## config.mk

```make
export PLATFORM = sky130hd
export DESIGN_NAME = i2c_target_mem_flat
export DESIGN_NICKNAME = d
export VERILOG_FILES = /design/src/rtl/i2c_pkg.sv /design/src/rtl/i2c_target_mem_if.sv /design/src/rtl/i2c_line_sync.sv /design/src/rtl/i2c_target_mem.sv /design/src/flat_wrapper.sv
export SDC_FILE = /design/constraint.sdc
export NUM_CORES = 1
export LEC_CHECK = 0
export ABC_CLOCK_PERIOD_IN_PS = 1580
export CAP_MARGIN = 20
export CORE_UTILIZATION = 51
export CTS_CLUSTER_SIZE = 25
export DETAILED_ROUTE_END_ITERATION = 10
export PLACE_DENSITY = 0.83
export SYNTH_ARGS = -nofsm -noshare
export SYNTH_HDL_FRONTEND = slang
export SYNTH_SLANG_ARGS = --single-unit
```

## constraint.sdc

```tcl
create_clock -name clk -period 1.58 [get_ports clk]
set_input_delay 0.474 -clock clk [delete_from_list [all_inputs] [get_ports clk]]
set_output_delay 0.474 -clock clk [all_outputs]
set_load 0.1 [all_outputs]
```

## src/rtl/i2c_pkg.sv

```systemverilog
// Shared types and constants for the I2C memory-window target.
package i2c_pkg;

  typedef enum logic [3:0] {
    IDLE,
    ADDR,
    ADDR_ACK,
    PTR,
    PTR_ACK,
    WDATA,
    WDATA_ACK,
    RDATA,
    RDATA_ACK,
    WAIT_STOP
  } i2c_tgt_state_t;

  localparam logic I2C_RW_READ = 1'b1;
  localparam logic I2C_ACK     = 1'b0;
  localparam logic I2C_NACK    = 1'b1;

  localparam int unsigned SYNC_STAGES = 2;
  localparam int unsigned DATA_W      = 8;
  // Holds 0..8 so the read path can tell "8th bit sent" apart from "bit 0".
  localparam int unsigned BIT_CNT_W   = 4;

endpackage

```

## src/rtl/i2c_target_mem_if.sv

```systemverilog
// Synchronous byte port between the I2C target and its backing memory.
interface i2c_target_mem_if
  import i2c_pkg::*;
#(
  parameter int unsigned AW = 8
) ();

  logic [AW-1:0]     mem_addr;
  logic [DATA_W-1:0] mem_wdata;
  logic              mem_we;
  logic              mem_re;
  logic [DATA_W-1:0] mem_rdata;

  modport master (
    output mem_addr,
    output mem_wdata,
    output mem_we,
    output mem_re,
    input  mem_rdata
  );

  modport slave (
    input  mem_addr,
    input  mem_wdata,
    input  mem_we,
    input  mem_re,
    output mem_rdata
  );

endinterface

```

## src/rtl/i2c_line_sync.sv

```systemverilog
// Synchronizes raw SCL/SDA and produces registered edge and START/STOP pulses.
module i2c_line_sync
  import i2c_pkg::*;
(
  input  logic clk,
  input  logic rst,
  input  logic scl_i,
  input  logic sda_i,
  output logic scl_rise,
  output logic scl_fall,
  output logic start_det,
  output logic stop_det,
  output logic sda_s
);

  logic [SYNC_STAGES-1:0] scl_sr;
  logic [SYNC_STAGES-1:0] sda_sr;
  logic                   scl_d;
  logic                   sda_d;
  logic                   scl_c;
  logic                   sda_c;

  assign scl_c = scl_sr[SYNC_STAGES-1];
  assign sda_c = sda_sr[SYNC_STAGES-1];

  // Sync chains reset to the idle-high bus level so reset creates no false START/STOP.
  always_ff @(posedge clk) begin
    if (rst) begin
      scl_sr    <= '1;
      sda_sr    <= '1;
      scl_d     <= 1'b1;
      sda_d     <= 1'b1;
      scl_rise  <= 1'b0;
      scl_fall  <= 1'b0;
      start_det <= 1'b0;
      stop_det  <= 1'b0;
      sda_s     <= 1'b1;
    end else begin
      scl_sr    <= {scl_sr[SYNC_STAGES-2:0], scl_i};
      sda_sr    <= {sda_sr[SYNC_STAGES-2:0], sda_i};
      scl_d     <= scl_c;
      sda_d     <= sda_c;
      scl_rise  <= scl_c & ~scl_d;
      scl_fall  <= ~scl_c & scl_d;
      start_det <= scl_c & scl_d & sda_d & ~sda_c;
      stop_det  <= scl_c & scl_d & ~sda_d & sda_c;
      sda_s     <= sda_c;
    end
  end

endmodule

```

## src/rtl/i2c_target_mem.sv

```systemverilog
// I2C target exposing an EEPROM-style byte-addressed window over a memory port.
module i2c_target_mem
  import i2c_pkg::*;
#(
  parameter logic [6:0]  DEV_ADDR = 7'h50,
  parameter int unsigned AW       = 8
) (
  input  logic                clk,
  input  logic                rst,
  input  logic                scl_i,
  input  logic                sda_i,
  output logic                sda_oe,
  output logic                busy,
  i2c_target_mem_if.master    mem
);

  logic scl_rise;
  logic scl_fall;
  logic start_det;
  logic stop_det;
  logic sda_s;

  i2c_line_sync u_sync (
    .clk       (clk),
    .rst       (rst),
    .scl_i     (scl_i),
    .sda_i     (sda_i),
    .scl_rise  (scl_rise),
    .scl_fall  (scl_fall),
    .start_det (start_det),
    .stop_det  (stop_det),
    .sda_s     (sda_s)
  );

  i2c_tgt_state_t        state_q, state_d;
  logic [BIT_CNT_W-1:0]  bit_cnt_q, bit_cnt_d;
  logic [DATA_W-1:0]     shreg_q, shreg_d;
  logic [DATA_W-1:0]     tx_q, tx_d;
  logic [AW-1:0]         ptr_q, ptr_d;
  logic [AW-1:0]         mem_addr_q, mem_addr_d;
  logic [DATA_W-1:0]     mem_wdata_q, mem_wdata_d;
  logic                  mem_we_q, mem_we_d;
  logic                  mem_re_q, mem_re_d;
  logic                  rd_pend_q;
  logic                  rd_ack_q, rd_ack_d;
  logic                  rw_q, rw_d;
  logic                  sda_oe_d;
  logic                  busy_d;
  logic [DATA_W-1:0]     rx_byte_c;
  logic                  last_bit_c;

  assign rx_byte_c  = {shreg_q[DATA_W-2:0], sda_s};
  assign last_bit_c = (bit_cnt_q == BIT_CNT_W'(7));

  assign mem.mem_addr  = mem_addr_q;
  assign mem.mem_wdata = mem_wdata_q;
  assign mem.mem_we    = mem_we_q;
  assign mem.mem_re    = mem_re_q;

  // State and datapath registers.
  always_ff @(posedge clk) begin
    if (rst) begin
      state_q     <= IDLE;
      bit_cnt_q   <= '0;
      shreg_q     <= '0;
      tx_q        <= '0;
      ptr_q       <= '0;
      mem_addr_q  <= '0;
      mem_wdata_q <= '0;
      mem_we_q    <= 1'b0;
      mem_re_q    <= 1'b0;
      rd_pend_q   <= 1'b0;
      rd_ack_q    <= 1'b0;
      rw_q        <= 1'b0;
      sda_oe      <= 1'b0;
      busy        <= 1'b0;
    end else begin
      state_q     <= state_d;
      bit_cnt_q   <= bit_cnt_d;
      shreg_q     <= shreg_d;
      tx_q        <= tx_d;
      ptr_q       <= ptr_d;
      mem_addr_q  <= mem_addr_d;
      mem_wdata_q <= mem_wdata_d;
      mem_we_q    <= mem_we_d;
      mem_re_q    <= mem_re_d;
      rd_pend_q   <= mem_re_q;
      rd_ack_q    <= rd_ack_d;
      rw_q        <= rw_d;
      sda_oe      <= sda_oe_d;
      busy        <= busy_d;
    end
  end

  // Next-state and bus behaviour; START/STOP override any bit processing.
  always_comb begin
    state_d     = state_q;
    bit_cnt_d   = bit_cnt_q;
    shreg_d     = shreg_q;
    tx_d        = rd_pend_q ? mem.mem_rdata : tx_q;
    ptr_d       = ptr_q;
    mem_addr_d  = mem_addr_q;
    mem_wdata_d = mem_wdata_q;
    mem_we_d    = 1'b0;
    mem_re_d    = 1'b0;
    rd_ack_d    = rd_ack_q;
    rw_d        = rw_q;
    sda_oe_d    = sda_oe;
    busy_d      = busy;

    if (start_det) begin
      state_d   = ADDR;
      bit_cnt_d = '0;
      sda_oe_d  = 1'b0;
      busy_d    = 1'b0;
      rd_ack_d  = 1'b0;
    end else if (stop_det) begin
      state_d   = IDLE;
      bit_cnt_d = '0;
      sda_oe_d  = 1'b0;
      busy_d    = 1'b0;
      rd_ack_d  = 1'b0;
    end else begin
      case (state_q)
        ADDR: begin
          if (scl_rise) begin
            shreg_d   = rx_byte_c;
            bit_cnt_d = bit_cnt_q + BIT_CNT_W'(1);
            if (last_bit_c) begin
              bit_cnt_d = '0;
              if (rx_byte_c[7:1] == DEV_ADDR) begin
                state_d = ADDR_ACK;
                busy_d  = 1'b1;
                rw_d    = rx_byte_c[0];
                if (rx_byte_c[0] == I2C_RW_READ) begin
                  mem_re_d   = 1'b1;
                  mem_addr_d = ptr_q;
                end
              end else begin
                state_d = WAIT_STOP;
              end
            end
          end
        end

        // First fall drives the ACK, second fall ends it.
        ADDR_ACK: begin
          if (scl_fall) begin
            if (!sda_oe) begin
              sda_oe_d = 1'b1;
            end else if (rw_q == I2C_RW_READ) begin
              sda_oe_d  = ~tx_q[DATA_W-1];
              tx_d      = {tx_q[DATA_W-2:0], 1'b0};
              bit_cnt_d = '0;
              state_d   = RDATA;
            end else begin
              sda_oe_d = 1'b0;
              state_d  = PTR;
            end
          end
        end

        PTR: begin
          if (scl_rise) begin
            shreg_d   = rx_byte_c;
            bit_cnt_d = bit_cnt_q + BIT_CNT_W'(1);
            if (last_bit_c) begin
              bit_cnt_d = '0;
              ptr_d     = AW'(rx_byte_c);
              state_d   = PTR_ACK;
            end
          end
        end

        PTR_ACK, WDATA_ACK: begin
          if (scl_fall) begin
            if (!sda_oe) begin
              sda_oe_d = 1'b1;
            end else begin
              sda_oe_d = 1'b0;
              state_d  = WDATA;
            end
          end
        end

        WDATA: begin
          if (scl_rise) begin
            shreg_d   = rx_byte_c;
            bit_cnt_d = bit_cnt_q + BIT_CNT_W'(1);
            if (last_bit_c) begin
              bit_cnt_d   = '0;
              mem_we_d    = 1'b1;
              mem_addr_d  = ptr_q;
              mem_wdata_d = rx_byte_c;
              ptr_d       = ptr_q + AW'(1);
              state_d     = WDATA_ACK;
            end
          end
        end

        // bit_cnt counts rises; the fall after the 8th rise hands SDA back.
        RDATA: begin
          if (scl_rise) begin
            bit_cnt_d = bit_cnt_q + BIT_CNT_W'(1);
          end else if (scl_fall) begin
            if (bit_cnt_q == BIT_CNT_W'(8)) begin
              sda_oe_d = 1'b0;
              ptr_d    = ptr_q + AW'(1);
              rd_ack_d = 1'b0;
              state_d  = RDATA_ACK;
            end else begin
              sda_oe_d = ~tx_q[DATA_W-1];
              tx_d     = {tx_q[DATA_W-2:0], 1'b0};
            end
          end
        end

        RDATA_ACK: begin
          if (scl_rise) begin
            if (sda_s == I2C_ACK) begin
              rd_ack_d   = 1'b1;
              mem_re_d   = 1'b1;
              mem_addr_d = ptr_q;
            end else begin
              state_d = WAIT_STOP;
            end
          end else if (scl_fall && rd_ack_q) begin
            sda_oe_d  = ~tx_q[DATA_W-1];
            tx_d      = {tx_q[DATA_W-2:0], 1'b0};
            bit_cnt_d = '0;
            rd_ack_d  = 1'b0;
            state_d   = RDATA;
          end
        end

        IDLE, WAIT_STOP: begin
        end

        default: state_d = IDLE;
      endcase
    end
  end

endmodule
```

## src/flat_wrapper.sv

```systemverilog
// flat-port wrapper written by rule: the top's interface ports become plain ports
module i2c_target_mem_flat import i2c_pkg::*;
#(
  parameter logic [6:0]  DEV_ADDR = 7'h50,
  parameter int unsigned AW       = 8
)
  (clk, rst, scl_i, sda_i, sda_oe, busy, mem_mem_addr, mem_mem_wdata, mem_mem_we, mem_mem_re, mem_mem_rdata);
  i2c_target_mem_if #(.AW(AW)) mem_i ();
  input  logic clk;
  input  logic rst;
  input  logic scl_i;
  input  logic sda_i;
  output logic sda_oe;
  output logic busy;
  output wire logic [$bits(mem_i.mem_addr)-1:0] mem_mem_addr;
  output wire logic [$bits(mem_i.mem_wdata)-1:0] mem_mem_wdata;
  output wire logic [$bits(mem_i.mem_we)-1:0] mem_mem_we;
  output wire logic [$bits(mem_i.mem_re)-1:0] mem_mem_re;
  input wire logic [$bits(mem_i.mem_rdata)-1:0] mem_mem_rdata;
  assign mem_mem_addr = mem_i.mem_addr;
  assign mem_mem_wdata = mem_i.mem_wdata;
  assign mem_mem_we = mem_i.mem_we;
  assign mem_mem_re = mem_i.mem_re;
  assign mem_i.mem_rdata = mem_mem_rdata;
  i2c_target_mem #(.DEV_ADDR(DEV_ADDR), .AW(AW)) u_core (.clk(clk), .rst(rst), .scl_i(scl_i), .sda_i(sda_i), .sda_oe(sda_oe), .busy(busy), .mem(mem_i));
endmodule
```

==> impl_results.md, run 1 <==
* Ys flop type: dfxtp_1
* Total CTS buffers at 9
* Global-route wire length before repair at around 15000 um
* Largest stage delay on the critical path at slightly above 0.4 ns
* Commonest cells after routing, fill and taps aside: buf_4 (79), dfxtp_1 (56), nor2_1 (31)
* Crit-path most repeated cell: buf_4
* Post-detail-place hpwl at about 6500 um
* Clock Skew at 0.00897 ns
* Routed Antenna Nets at 0
* Starting Density at between 50% and 60%
* Hold Path Origin: u_core.u_sync.sda_sr[0]
* Outcome: finished, violations left
* PnR worst setup slack at -0.251 ns
* CTS tree: yes
* Nets at 502
* FF-to-FF End: u_core.ptr_q[7]
* CTS root buffer: clkbuf_8
* Site Rows at 28
* Placer Congestion at approximately 0.93
* Worst setup SP type: flop
* P_sw at about 710 uW
* Reg area at ~1300 um2
* Hold Crit Class: reg2reg
* Hold depth at 1
* Failing checks: setup timing
* Hold worst-path end: u_core.u_sync.sda_sr[1]
* Seq/Total Area, Yosys at 38.9%
* Clock Tree Buf Depth at 2
* Filler cell count at 315
* Clock transition at path regs at around 0.070 ns
* Fin crit share at 116%
* Vias in the first global route at around 3100
* Routed WL per cell at between 15 and 20 um
* Core Area at 6060 um2
* Finished Layout Cells at between 500 and 600
* Asr flop ratio synth at 0%
* Syn-to-layout area delta at 56.0%
* Max Cap Violations at 0
* Detailed Route WL at between 9000 and 10000 um
* Vias/cell at slightly below 6
* Largest net degree at the start of global routing at 52
* Die Area at just under 7000 um2
* Met2 routed WL at 4980 um
* Reg2Reg Setup Slack at -0.25 ns
* Fin crit period at approximately 1.8 ns
* Final setup TNS at -6.36 ns
* Cell Pwr Density at a little over 600 nW/um2
* Vias at between 3000 and 4000
* Int Pwr at ~2400 uW
* Initial antenna violation count at 0
* Leading cell type in the layout, fill and taps excluded: buf_4
* Worst path depth at 7
* Post-Syn Instances at around 380
* Pre-Repair DR Iteration Count at 5
* Fin. max-slew vios at 0
* Fmax at 0.546 GHz
* WP data arrival at a little over 2 ns
* Metal3 WL at just under 600 um
* Die height at slightly above 80 um
* Number of port buffers at 31
* Fraction of layout cells with a size suffix above 1 at 43.9%
* Placement Setup Slack at -0.302 ns
* Critical setup path kind: reg2reg
* Top-level port count at 32
* CP endpoint kind: flop
* Top Layer Used: met4
* Seq pwr share at between 50 and 60%
* Post-Place Cells at approximately 530
* Post-synthesis net count at 390
* Yosys reg bits at 64
* Antenna Cells at 0
* Number of synthesized flops with an enable pin at 0
* Multi-input gate area at 2210 um2
* CP Buf/Inv Count at 3
* Crit-path cells: buf_4 -> buf_4 -> nand3b_4 -> buf_4 -> nor4_1 -> a21oi_1 -> o32ai_1
* Area of the mapped netlist at between 3000 and 4000 um2
* Leakage power at roughly 0.002 uW
* Wl on met1 at ~4200 um
* Count of different cell masters after synthesis at 60
* Clock share of power at around two fifths
* Slowest CP cell: nor4_1
* Delay-heaviest family, CP: simple AND/OR/NAND/NOR gates
* Critical Path RT at 1.82 ns
* Number of remaining DRC errors at 0
* Syn Area/Cell at a little under 9 um2
* Setup Viol. Count Final at 48
* FF-to-FF Start: u_core.state_q[2]
* 1st-iter DRT viols at 220
* Die width at just over 80 um
* Peak VDD IR at about 0.89 mV
* Final Hold Fails at 0
* RSZ-0062 raised after global routing: yes
* Clock H-tree levels at 3
* Clk Latency, worst-skew pair at about 0.34 ns
* Slew HR at just under 60%
* Warnings, synthesis at 0
* R2R depth at 7
* Comb power frac at under 10%
* CTS Sinks at 64
* Switching Share at between 20% and 30%
* Maximum fanout along the worst path at 16
* Total Routing Usage GR at 29.0%
* Actual slew at the worst max-slew pin at roughly 0.63 ns
* Total grt overflow at 0
## layer usage
metal	vias up	track usage (%)
met4	0	11.8
met1	1602	35.4
met5	-	0
met2	137	48.9
met3	26	6.92
li1	1578	-
## area by class of cell
type / count / area share (%)
Multi-Input combinational cell: 279 / 43.1
Timing Repair Buffer: 127 / 25.6
Clock inverter: 4 / 0.878
Clock buffer: 12 / 2.63
Tap cell: 75 / 1.83
Sequential cell: 64 / 25.5
Inverter: 6 / 0.488
## stage by stage
step           instance area [um2]  hold slack, ns  util [%]  power [uW]
3_3_place_gp                  4450           0.394      73.3        1840
2_1_floorplan                 3380           0.389         -        1760
6_report                      5130           0.414      84.7        3150
3_5_place_dp                  4450           0.401      73.3        1840
4_1_cts                       4970           0.418      82.1        3160
5_1_grt                       5130           0.441      84.7        3270
## synthesized netlist by cell type, types with 5 or more instances
cell	count	area (um2)
mux2i_1	28	280
or2_2	8	50.1
nor3b_1	8	60.1
a21oi_1	24	120
buf_2	8	40.0
inv_1	6	22.5
dfxtp_1	64	1280
nor2b_1	12	75.1
o21ai_0	5	25.0
o32ai_1	6	52.6
nor2_1	35	131
nor3_1	27	135
clkbuf_1	13	48.8
nand2_1	19	71.3
nand3_1	11	55.1
a221oi_1	8	70.1
nand2b_1	24	150
## state kept, by name, summed over array words and instances, names as in the netlist, 2 cells and up
register / count
u_core.mem.mem_addr: 8
u_core.mem.mem_wdata: 8
u_core.ptr_q: 8
u_core.tx_q: 8
u_core.shreg_q: 7
u_core.bit_cnt_q: 4
u_core.state_q: 4
u_core.u_sync.scl_sr: 2
u_core.u_sync.sda_sr: 2
## how the worst max path moves through the flow
stage,startpoint,to,slack (ns)
after global routing,u_core.state_q[2],u_core.ptr_q[7],-0.34
after floorplan,u_core.state_q[2],u_core.bit_cnt_q[3],-0.08
after global placement,u_core.state_q[2],u_core.busy,-0.23
after detailed placement,u_core.state_q[2],u_core.busy,-0.30
after CTS,u_core.bit_cnt_q[1],u_core.state_q[2],-0.17
final,u_core.state_q[2],u_core.ptr_q[7],-0.25
## cell families (layout without fill, tap and decap cells)
group	after synthesis	in the layout	synth area share [%]
simple gates	172	172	29.5
compound gates	74	74	16.7
flops	64	64	38.9
buf+inv	32	149	4.64
mux	28	28	8.52
fa+ha+maj	3	3	1.14
xor+xnor	2	2	0.532
## what timing repair did
item                                   in CTS  in global routing
setup endpoints to repair                  52                 52
hold buffers                                0                  0
endpoints found under the hold margin       0                  0
resized for setup                          66                 30
pin swaps                                  36                 27
buffers inserted                           13                  6
cloned                                      1                  1
## power by group through the flow
stage	clock, uW	sequential, uW	combinational, uW
global route	1420	1620	226
CTS	1340	1620	199
detailed placement	0	1660	177
finish	1320	1620	213
floorplan	0	1660	97.9
global placement	0	1660	173
## worst reg2reg max path: cells and delay by family (launching register included)
kind                   cells  cell delay, ns
AO/OA/AOI/OAI              2            0.36
buffers and inverters      3            0.46
flip-flops                 1            0.39
AND/OR/NAND/NOR            2            0.51
No activity file was read; power rests on OpenSTA's default activity.
==> run 2, diff against run 1 <==
--- a/config.mk
+++ b/config.mk
@@ -14,3 +14,4 @@
 export SYNTH_ARGS = -nofsm -noshare
 export SYNTH_HDL_FRONTEND = slang
 export SYNTH_SLANG_ARGS = --single-unit
+export TNS_END_PERCENT = 5
==> run 2 against run 1 <==
Against the previous run:
- the flow still finishes with violations (setup timing)
- first-iteration DRC count increased by 35%
- global-route usage increased by 2.5 points
- sequential cell count unchanged
- clock skew increased by 0.00056 ns
- clock-buffer cell count unchanged
- die area unchanged
- fmax decreased by 7.9%
- final area decreased by 3.8%
==> impl_results.md, run 2 (synthesis results as in run 1) <==
* Routed WL per cell at 19.9 um
* CP endpoint kind: flop
* Fraction of layout cells with a size suffix above 1 at roughly 40%
* Reg area at roughly 1300 um2
* Leakage power at about 0.0020 uW
* Syn-to-layout area delta at 50.0%
* Post-detail-place hpwl at about 6400 um
* Clock Skew at 0.00953 ns
* Outcome: finished, violations left
* Maximum fanout along the worst path at 3
* Slew HR at 57.4%
* Peak VDD IR at 0.574 mV
* CTS tree: yes
* Actual slew at the worst max-slew pin at approximately 0.64 ns
* 1st-iter DRT viols at between 200 and 300
* Vias/cell at 6.18
* Clock H-tree levels at 3
* Total CTS buffers at 9
* Vias in the first global route at about 3300
* Top-level port count at 32
* Commonest cells after routing, fill and taps aside: buf_4 (83), dfxtp_1 (57), nor2_1 (33)
* CTS root buffer: clkbuf_8
* Total grt overflow at 0
* Worst setup SP type: flop
* Total Routing Usage GR at 31.6%
* Pre-Repair DR Iteration Count at 5
* Number of port buffers at 31
* Final Hold Fails at 0
* Antenna Cells at 0
* Multi-input gate area at between 2000 and 2500 um2
* Fin crit period at between 1.5 and 2 ns
* Fin. max-slew vios at 0
* Setup Viol. Count Final at 44
* RSZ-0062 raised after global routing: yes
* Routed Antenna Nets at 0
* Die width at 82.3 um
* CTS Sinks at 64
* Filler cell count at ~330
* Critical setup path kind: reg2reg
* Vias at 3480
* Max Cap Violations at 0
* Global-route wire length before repair at 15800 um
* Starting Density at between 50% and 60%
* Placement Setup Slack at -0.290 ns
* Nets at roughly 500
* Die height at 82.3 um
* WP data arrival at approximately 2.3 ns
* Largest net degree at the start of global routing at 51
* Fmax at 0.503 GHz
* PnR worst setup slack at -0.408 ns
* Core Area at approximately 6100 um2
* Final setup TNS at -10.06 ns
* Fin crit share at 126%
* Placer Congestion at just over 0.9
* Die Area at approximately 6800 um2
* Hold Crit Class: reg2reg
* Initial antenna violation count at 0
* Clock Tree Buf Depth at 2
* Detailed Route WL at between 10000 and 15000 um
* Leading cell type in the layout, fill and taps excluded: buf_4
* Critical Path RT at approximately 1.8 ns
* Clk Latency, worst-skew pair at ~0.34 ns
* Site Rows at 28
* Cell Pwr Density at approximately 670 nW/um2
* Number of remaining DRC errors at 0
* Failing checks: setup timing
* Clock transition at path regs at around 0.07 ns
-- run 2: cell types whose count changed in the layout (fill, tap and decap cells not counted), sizes merged --
cell	previous run	this run
clkinv	3	2
buf	117	113
clkinvlp	0	1
-- run 2: power by group --
group	switching (uW)	total (uW)	internal (uW)
combinational	97.1	189	91.7
sequential	11.8	1620	1610
clock	666	1490	826
total	775	3310	2530
-- run 2: worst max-delay path, stage by stage, from the launching register on --
cell and delay [ns]:
dfxtp_2 0.34, buf_6 0.12, inv_4 0.05, ha_4 0.11, nand3b_1 0.12, buf_4 0.16
nor3_1 0.20, o211ai_1 0.23, or3b_1 0.42, a31oi_1 0.15
-- run 2: cell type report --
class	count	area share [%]
Multi-Input combinational cell	279	41.9
Sequential cell	64	26.4
Timing Repair Buffer	123	25.1
Clock buffer	12	3.17
Tap cell	75	1.90
Clock inverter	4	1.04
Inverter	6	0.507
-- run 2: worst paths after layout --
path,depth (start not counted),start,slack (ns),end
worst max-delay path,9,u_core.bit_cnt_q[1],-0.41,u_core.ptr_q[0]
worst min-delay path,1,u_core.u_sync.scl_sr[0],0.41,u_core.u_sync.scl_sr[1]
worst max register to register,9,u_core.bit_cnt_q[1],-0.41,u_core.ptr_q[0]
worst min register to register,1,u_core.u_sync.scl_sr[0],0.41,u_core.u_sync.scl_sr[1]
-- run 2: what timing repair did --
item | CTS | global route
pin swaps | 19 | 10
gates cloned | 1 | 0
hold buffers | 0 | 0
setup endpoints to repair | 52 | 51
setup buffers | 8 | 4
gates resized for setup | 46 | 18
-- run 2: metrics by stage --
| step | area, um2 | total power [uW] | hold WS (ns) | cells | utilization, % |
|---|---|---|---|---|---|
| after CTS | 4840 | 3300 | 0.411 | 559 | 79.8 |
| final | 4940 | 3310 | 0.407 | 563 | 81.5 |
| after global routing | 4940 | 3400 | 0.445 | 563 | 81.5 |
| after detailed placement | 4390 | 1840 | 0.395 | 534 | 72.5 |
| after global placement | 4390 | 1830 | 0.390 | 534 | 72.5 |
| after floorplan | 3330 | 1760 | 0.389 | 375 | - |
-- run 2: metal layers --
metal  vias to the layer above  global-route usage, %  routed length (um)
met1                      1647                   37.1                4290
met2                       189                   53.0                5540
li1                       1576                      -                   -
met3                        68                   4.84                 721
met4                         0                   20.9                 633
met5                         -                      0                   0
==> run 3, diff against run 2 <==
--- a/config.mk
+++ b/config.mk
@@ -10,6 +10,7 @@
 export CORE_UTILIZATION = 51
 export CTS_CLUSTER_SIZE = 25
 export DETAILED_ROUTE_END_ITERATION = 10
+export GPL_ROUTABILITY_DRIVEN = 0
 export PLACE_DENSITY = 0.83
 export SYNTH_ARGS = -nofsm -noshare
 export SYNTH_HDL_FRONTEND = slang
==> run 3 against run 2 <==
Against the previous run:
- the run still ends with setup timing left
- non-clock buffer count fell by 13
- clock skew increased by 0.0082 ns
- global-route usage decreased by 0.44 points
- largest cell class unchanged
- largest power group is now clock
==> impl_results.md, run 3 (synthesis results as in run 1) <==
* Outcome: finished, violations left
* Failing checks: setup timing
* Critical Path RT at between 1.5 and 2 ns
* Crit path launch: u_core.state_q[3]
* Clk Latency, worst-skew pair at between 0.3 and 0.4 ns
* FF-to-FF End: u_core.mem.mem_addr[6]
* Tot Pwr at roughly 3500 uW
* Site Rows at 28
* Nets at 485
* Initial antenna violation count at 0
* Post-detail-place hpwl at roughly 6200 um
* Final Hold Fails at 0
* Filler cell count at 353
* Critical setup path kind: reg2reg
* PnR worst setup slack at -0.293 ns
* Fin crit share at 119%
* Setup Viol. Count Final at 45
* Fmax at roughly 0.53 GHz
* CTS Sinks at 64
* CTS Hold Bufs at 0
* Detailed Route WL at 10400 um
* Vias in the first global route at approximately 3300
* Core Area at approximately 6100 um2
* R2R depth at 8
* RSZ-0062 raised after global routing: yes
* Die width at about 82 um
* Total CTS buffers at 9
* Actual slew at the worst max-slew pin at between 0.6 and 0.7 ns
* Total Routing Usage GR at between 30% and 40%
* Reg area at approximately 1300 um2
* Maximum fanout along the worst path at 8
* Syn-to-layout area delta at 46.5%
* Fin. max-slew vios at 0
* Hold slack at ~0.4 ns
* Pre-Repair DR Iteration Count at 5
* FF-to-FF Start: u_core.state_q[3]
* Vias/cell at about 6.2
* Final instance area at approximately 4800 um2
* CTS tree: yes
* Post-Place Cell Area at between 4000 and 5000 um2
* 1st-iter DRT viols at 399
* Leakage power at between 0.0015 and 0.002 uW
* Vias at between 3000 and 4000
* Die height at 82.3 um
* Worst setup SP type: flop
* Routed WL per cell at 19.0 um
* Largest net degree at the start of global routing at 53
* Cell Pwr Density at roughly 730 nW/um2
* Routed Antenna Nets at 0
* Die Area at approximately 6800 um2
* CP endpoint kind: flop
* Starting Density at 54.3%
* Multi-input gate area at slightly above 2000 um2
* Reg2Reg Setup Slack at -0.29 ns
* Commonest cells after routing, fill and taps aside: buf_4 (75), dfxtp_1 (57), nor2_1 (32)
* Fraction of layout cells with a size suffix above 1 at a little over a third
* Placement Setup Slack at -0.309 ns
* Clock H-tree levels at 3
* WP data arrival at about 2.1 ns
* Global-route wire length before repair at about 16000 um
* Number of port buffers at 31
* Number of remaining DRC errors at 0
* Clock Skew at between 0.015 and 0.02 ns
* Crit path capture: u_core.mem.mem_addr[6]
* Hold Crit Class: reg2reg
* Clock Tree Buf Depth at 2
* Peak VDD IR at 0.632 mV
* Layout Utilization at 79.6%
* CTS root buffer: clkbuf_8
* Total grt overflow at 0
* Max Cap Violations at 0
* Top-level port count at 32
* Fin crit period at approximately 1.9 ns
* Leading cell type in the layout, fill and taps excluded: buf_4
* Slew HR at approximately 57%
* Antenna Cells at 0
* Clock transition at path regs at 0.08 ns
run 3: cell types whose count changed in the layout (fill, tap and decap cells not counted), sizes merged:
cell,before,now
clkinvlp,1,0
bufinv,1,2
buf,113,100
run 3: metal layers:
| metal | global-route usage [%] | vias up | part of all wire [%] |
|---|---|---|---|
| li1 | - | 1548 | - |
| met1 | 34.0 | 1651 | 39 |
| met2 | 54.7 | 178 | 52 |
| met3 | 7.36 | 44 | 6.1 |
| met4 | 18.1 | 0 | 3.2 |
| met5 | 0 | - | 0 |
run 3: what timing repair did:
item	in CTS	in global routing
endpoints found under the setup margin	53	52
buffers inserted	3	2
gates resized for setup	31	16
pin swaps	9	14
run 3: layout make-up:
| cell class | instances | share of cell area (%) |
|---|---|---|
| Multi-Input combinational cell | 279 | 42.0 |
| Sequential cell | 64 | 27.1 |
| Timing Repair Buffer | 110 | 23.5 |
| Clock buffer | 12 | 3.45 |
| Tap cell | 75 | 1.95 |
| Clock inverter | 4 | 1.53 |
| Inverter | 6 | 0.467 |
run 3: through the flow:
step / setup TNS [ns] / std cells
floorplan: -2.08 / 375
global placement: -5.32 / 529
detailed placement: -9.39 / 529
CTS: -4.53 / 548
global route: -10.53 / 550
finish: -7.14 / 550
run 3: worst max-delay path: stages (launching register included):
cell,delay [ns]
dfxtp_4,0.40
buf_4,0.13
nor2b_1,0.05
buf_4,0.17
nand3_2,0.10
nand4b_1,0.14
nor4b_2,0.29
buf_4,0.24
mux2i_2,0.25
run 3: how the worst min path moves through the flow:
stage | to | slack, ns | from | depth (start not counted)
global route | u_core.u_sync.sda_sr[1] | 0.43 | u_core.u_sync.sda_sr[0] | 1
finish | u_core.u_sync.sda_sr[1] | 0.41 | u_core.u_sync.sda_sr[0] | 1
global placement | u_core.u_sync.scl_sr[1] | 0.39 | u_core.u_sync.scl_sr[0] | 1
detailed placement | u_core.u_sync.sda_sr[1] | 0.39 | u_core.u_sync.sda_sr[0] | 1
floorplan | u_core.u_sync.scl_sr[1] | 0.39 | u_core.u_sync.scl_sr[0] | 1
CTS | u_core.u_sync.sda_sr[1] | 0.41 | u_core.u_sync.sda_sr[0] | 1
run 3: power breakdown:
part           switching [uW]  leakage [uW]  internal, uW
clock network             663      0.000122          1030
logic                    91.3       0.00129          90.3
registers                12.9      0.000522          1610
total                     767       0.00194          2730
==> edit, RTL diff (settings of run 2) <==
The 10 states of `i2c_tgt_state_t` get a one-hot encoding in 10 bits.
--- a/src/rtl/i2c_pkg.sv
+++ b/src/rtl/i2c_pkg.sv
@@ -2,15 +2,15 @@
 package i2c_pkg;
 
-  typedef enum logic [3:0] {
-    IDLE,
-    ADDR,
-    ADDR_ACK,
-    PTR,
-    PTR_ACK,
-    WDATA,
-    WDATA_ACK,
-    RDATA,
-    RDATA_ACK,
-    WAIT_STOP
+  typedef enum logic [9:0] {
+    IDLE      = 10'b0000000001,
+    ADDR      = 10'b0000000010,
+    ADDR_ACK  = 10'b0000000100,
+    PTR       = 10'b0000001000,
+    PTR_ACK   = 10'b0000010000,
+    WDATA     = 10'b0000100000,
+    WDATA_ACK = 10'b0001000000,
+    RDATA     = 10'b0010000000,
+    RDATA_ACK = 10'b0100000000,
+    WAIT_STOP = 10'b1000000000
   } i2c_tgt_state_t;
 
Function: same outputs for any inputs over 10 cycles, from zero or initial values and one cycle with rst high; not proved beyond that.
==> edit against run 2 <==
  * The flow still finishes with violations (negative setup slack)
  * Via count grew 10%
  * Area after synthesis rose by 12%
  * Wire length up 6.4%
  * Sequential share of layout area fell by 0.16 points
  * Sequential cell count is 6 higher
  * Count of clock-buffer cells in the layout is 2 lower
  * Setup slack worse by 0.24 ns
  * Final area up 11%
  * Largest cell class unchanged
Power is not compared: it rests on default switching activity, and its combinational part moved more than twofold at a synthesized area within 25%.
==> edit: results (changes against run 2) <==
Status:
- The run finished, with violations left.
- The final reports fail on negative setup slack.

STA:
- The worst-margin pin slew is 0.545 ns (-0.0938 ns).
- The total of endpoints with negative setup slack in the final report was 58 (+32%).
- The slack of the critical path is -0.646 ns (-0.237 ns).
- The sum of negative setup slack is -27.94 ns (-17.88 ns).
- The worst hold margin came to 0.413 ns (+0.00535 ns).

Clock network:
- The later-pin clock latency in the skew report is 0.36 ns (+0.02 ns).

Logic synthesis:
- The synthesized area per cell is 8.62 µm² (-1.8%).
- After synthesis, the most frequently instantiated cells are dfxtp_1, nor2_1, mux2i_1.
- After synthesis, the cell types taking the most area are dfxtp_1, mux2i_1, nor2_1.
- The synthesized netlist net count was 444 (+14%).

Global routing:
- The total track usage is 31.2% (-0.32 points).
- The largest net degree at the start of global routing is 37 (-27%).
- The global-route wire length before repair is 17900 µm (+13%).

Final layout:
- The fill cell instance count of the final layout is 425 (+28%).
- The final layout net count is 574 (+15%).

Detailed routing:
- The mean number of vias per cell was 5.81 (-6.1%).
- The total via count in the routed design is 3832 (+10%).
- The final routed wire length divided by cell count is 18.0 µm (-9.2%).

Critical path:
- The path depth of the worst reg2reg path came to 7 (-2).
- The highest fanout seen on the critical path was 8 (+5).
- The endpoint identified for the worst register-to-register timing path is u_core.state_q[2].

Placement:
- The half-perimeter wire length after detailed placement is 8240 µm (+29%).
- The final estimated routing congestion in global placement is 0.966 (+5.7%).
- The number of placed instances with taps included came to 633 (+19%).
edit: where the power goes:
group	total [mW]	internal, mW	leakage (nW)	switching [mW]
registers	1.78	1.77	0.573	0.0142
logic	0.389	0.201	1.52	0.188
clock network	1.49	0.737	0.0891	0.757
total	3.66	2.71	2.18	0.959
edit: worst max path at each step:
stage | end | slack, ns | depth (start not counted)
floorplan | u_core.tx_q[1] | -0.40 | 8
global placement | u_core.state_q[2] | -0.66 | 7
detailed placement | u_core.state_q[2] | -0.67 | 7
CTS | u_core.mem.mem_addr[5] | -0.62 | 8
global route | u_core.state_q[8] | -0.70 | 11
finish | u_core.state_q[2] | -0.65 | 7
edit: area by class of cell:
type                            instances  area (µm²)  area share (%)
Inverter                                6        22.5           0.412
Clock inverter                          6        70.1            1.28
Timing Repair Buffer                  145        1410            25.9
Tap cell                               96         120            2.20
Sequential cell                        70        1440            26.3
Multi-Input combinational cell        327        2270            41.6
Clock buffer                           10         128            2.34
edit: cell families after synthesis:
kind of cell | Yosys count | synth area share [%]
fa+ha+maj | 3 | 1.02
xor+xnor | 6 | 1.42
compound gates | 72 | 11.6
mux | 47 | 13.1
buf+inv | 32 | 4.60
flops | 70 | 37.9
simple gates | 199 | 30.3
edit: through the flow:
step	utilization, %	worst slack, ns	instance area, µm²
floorplan	-	-0.403	3720
global placement	72.2	-0.662	4990
detailed placement	72.2	-0.673	4990
CTS	77.0	-0.615	5320
global route	79.1	-0.701	5460
finish	79.1	-0.646	5460
edit: repair_timing:
action | in CTS | in global routing
resized for setup | 32 | 28
buffers inserted | 4 | 7
pin swaps | 16 | 10
endpoints found under the setup margin | 59 | 59
hold buffers | 0 | 0
edit: metal layers:
layer	part of all wire (%)	vias up	global-route usage [%]
li1	-	1785	-
met1	43	1845	40.0
met2	48	164	52.2
met3	7.2	38	5.59
met4	2.6	0	12.5
met5	0	-	0
edit: critical path, cell delays in order, from the launching register on:
cell and delay [ns]:
dfxtp_1 0.52, nor3_4 0.14, nand3_1 0.18, nor2_1 0.08, o21ai_1 0.21, or3b_4 0.47, or4_4 0.44, a21oi_2 0.13
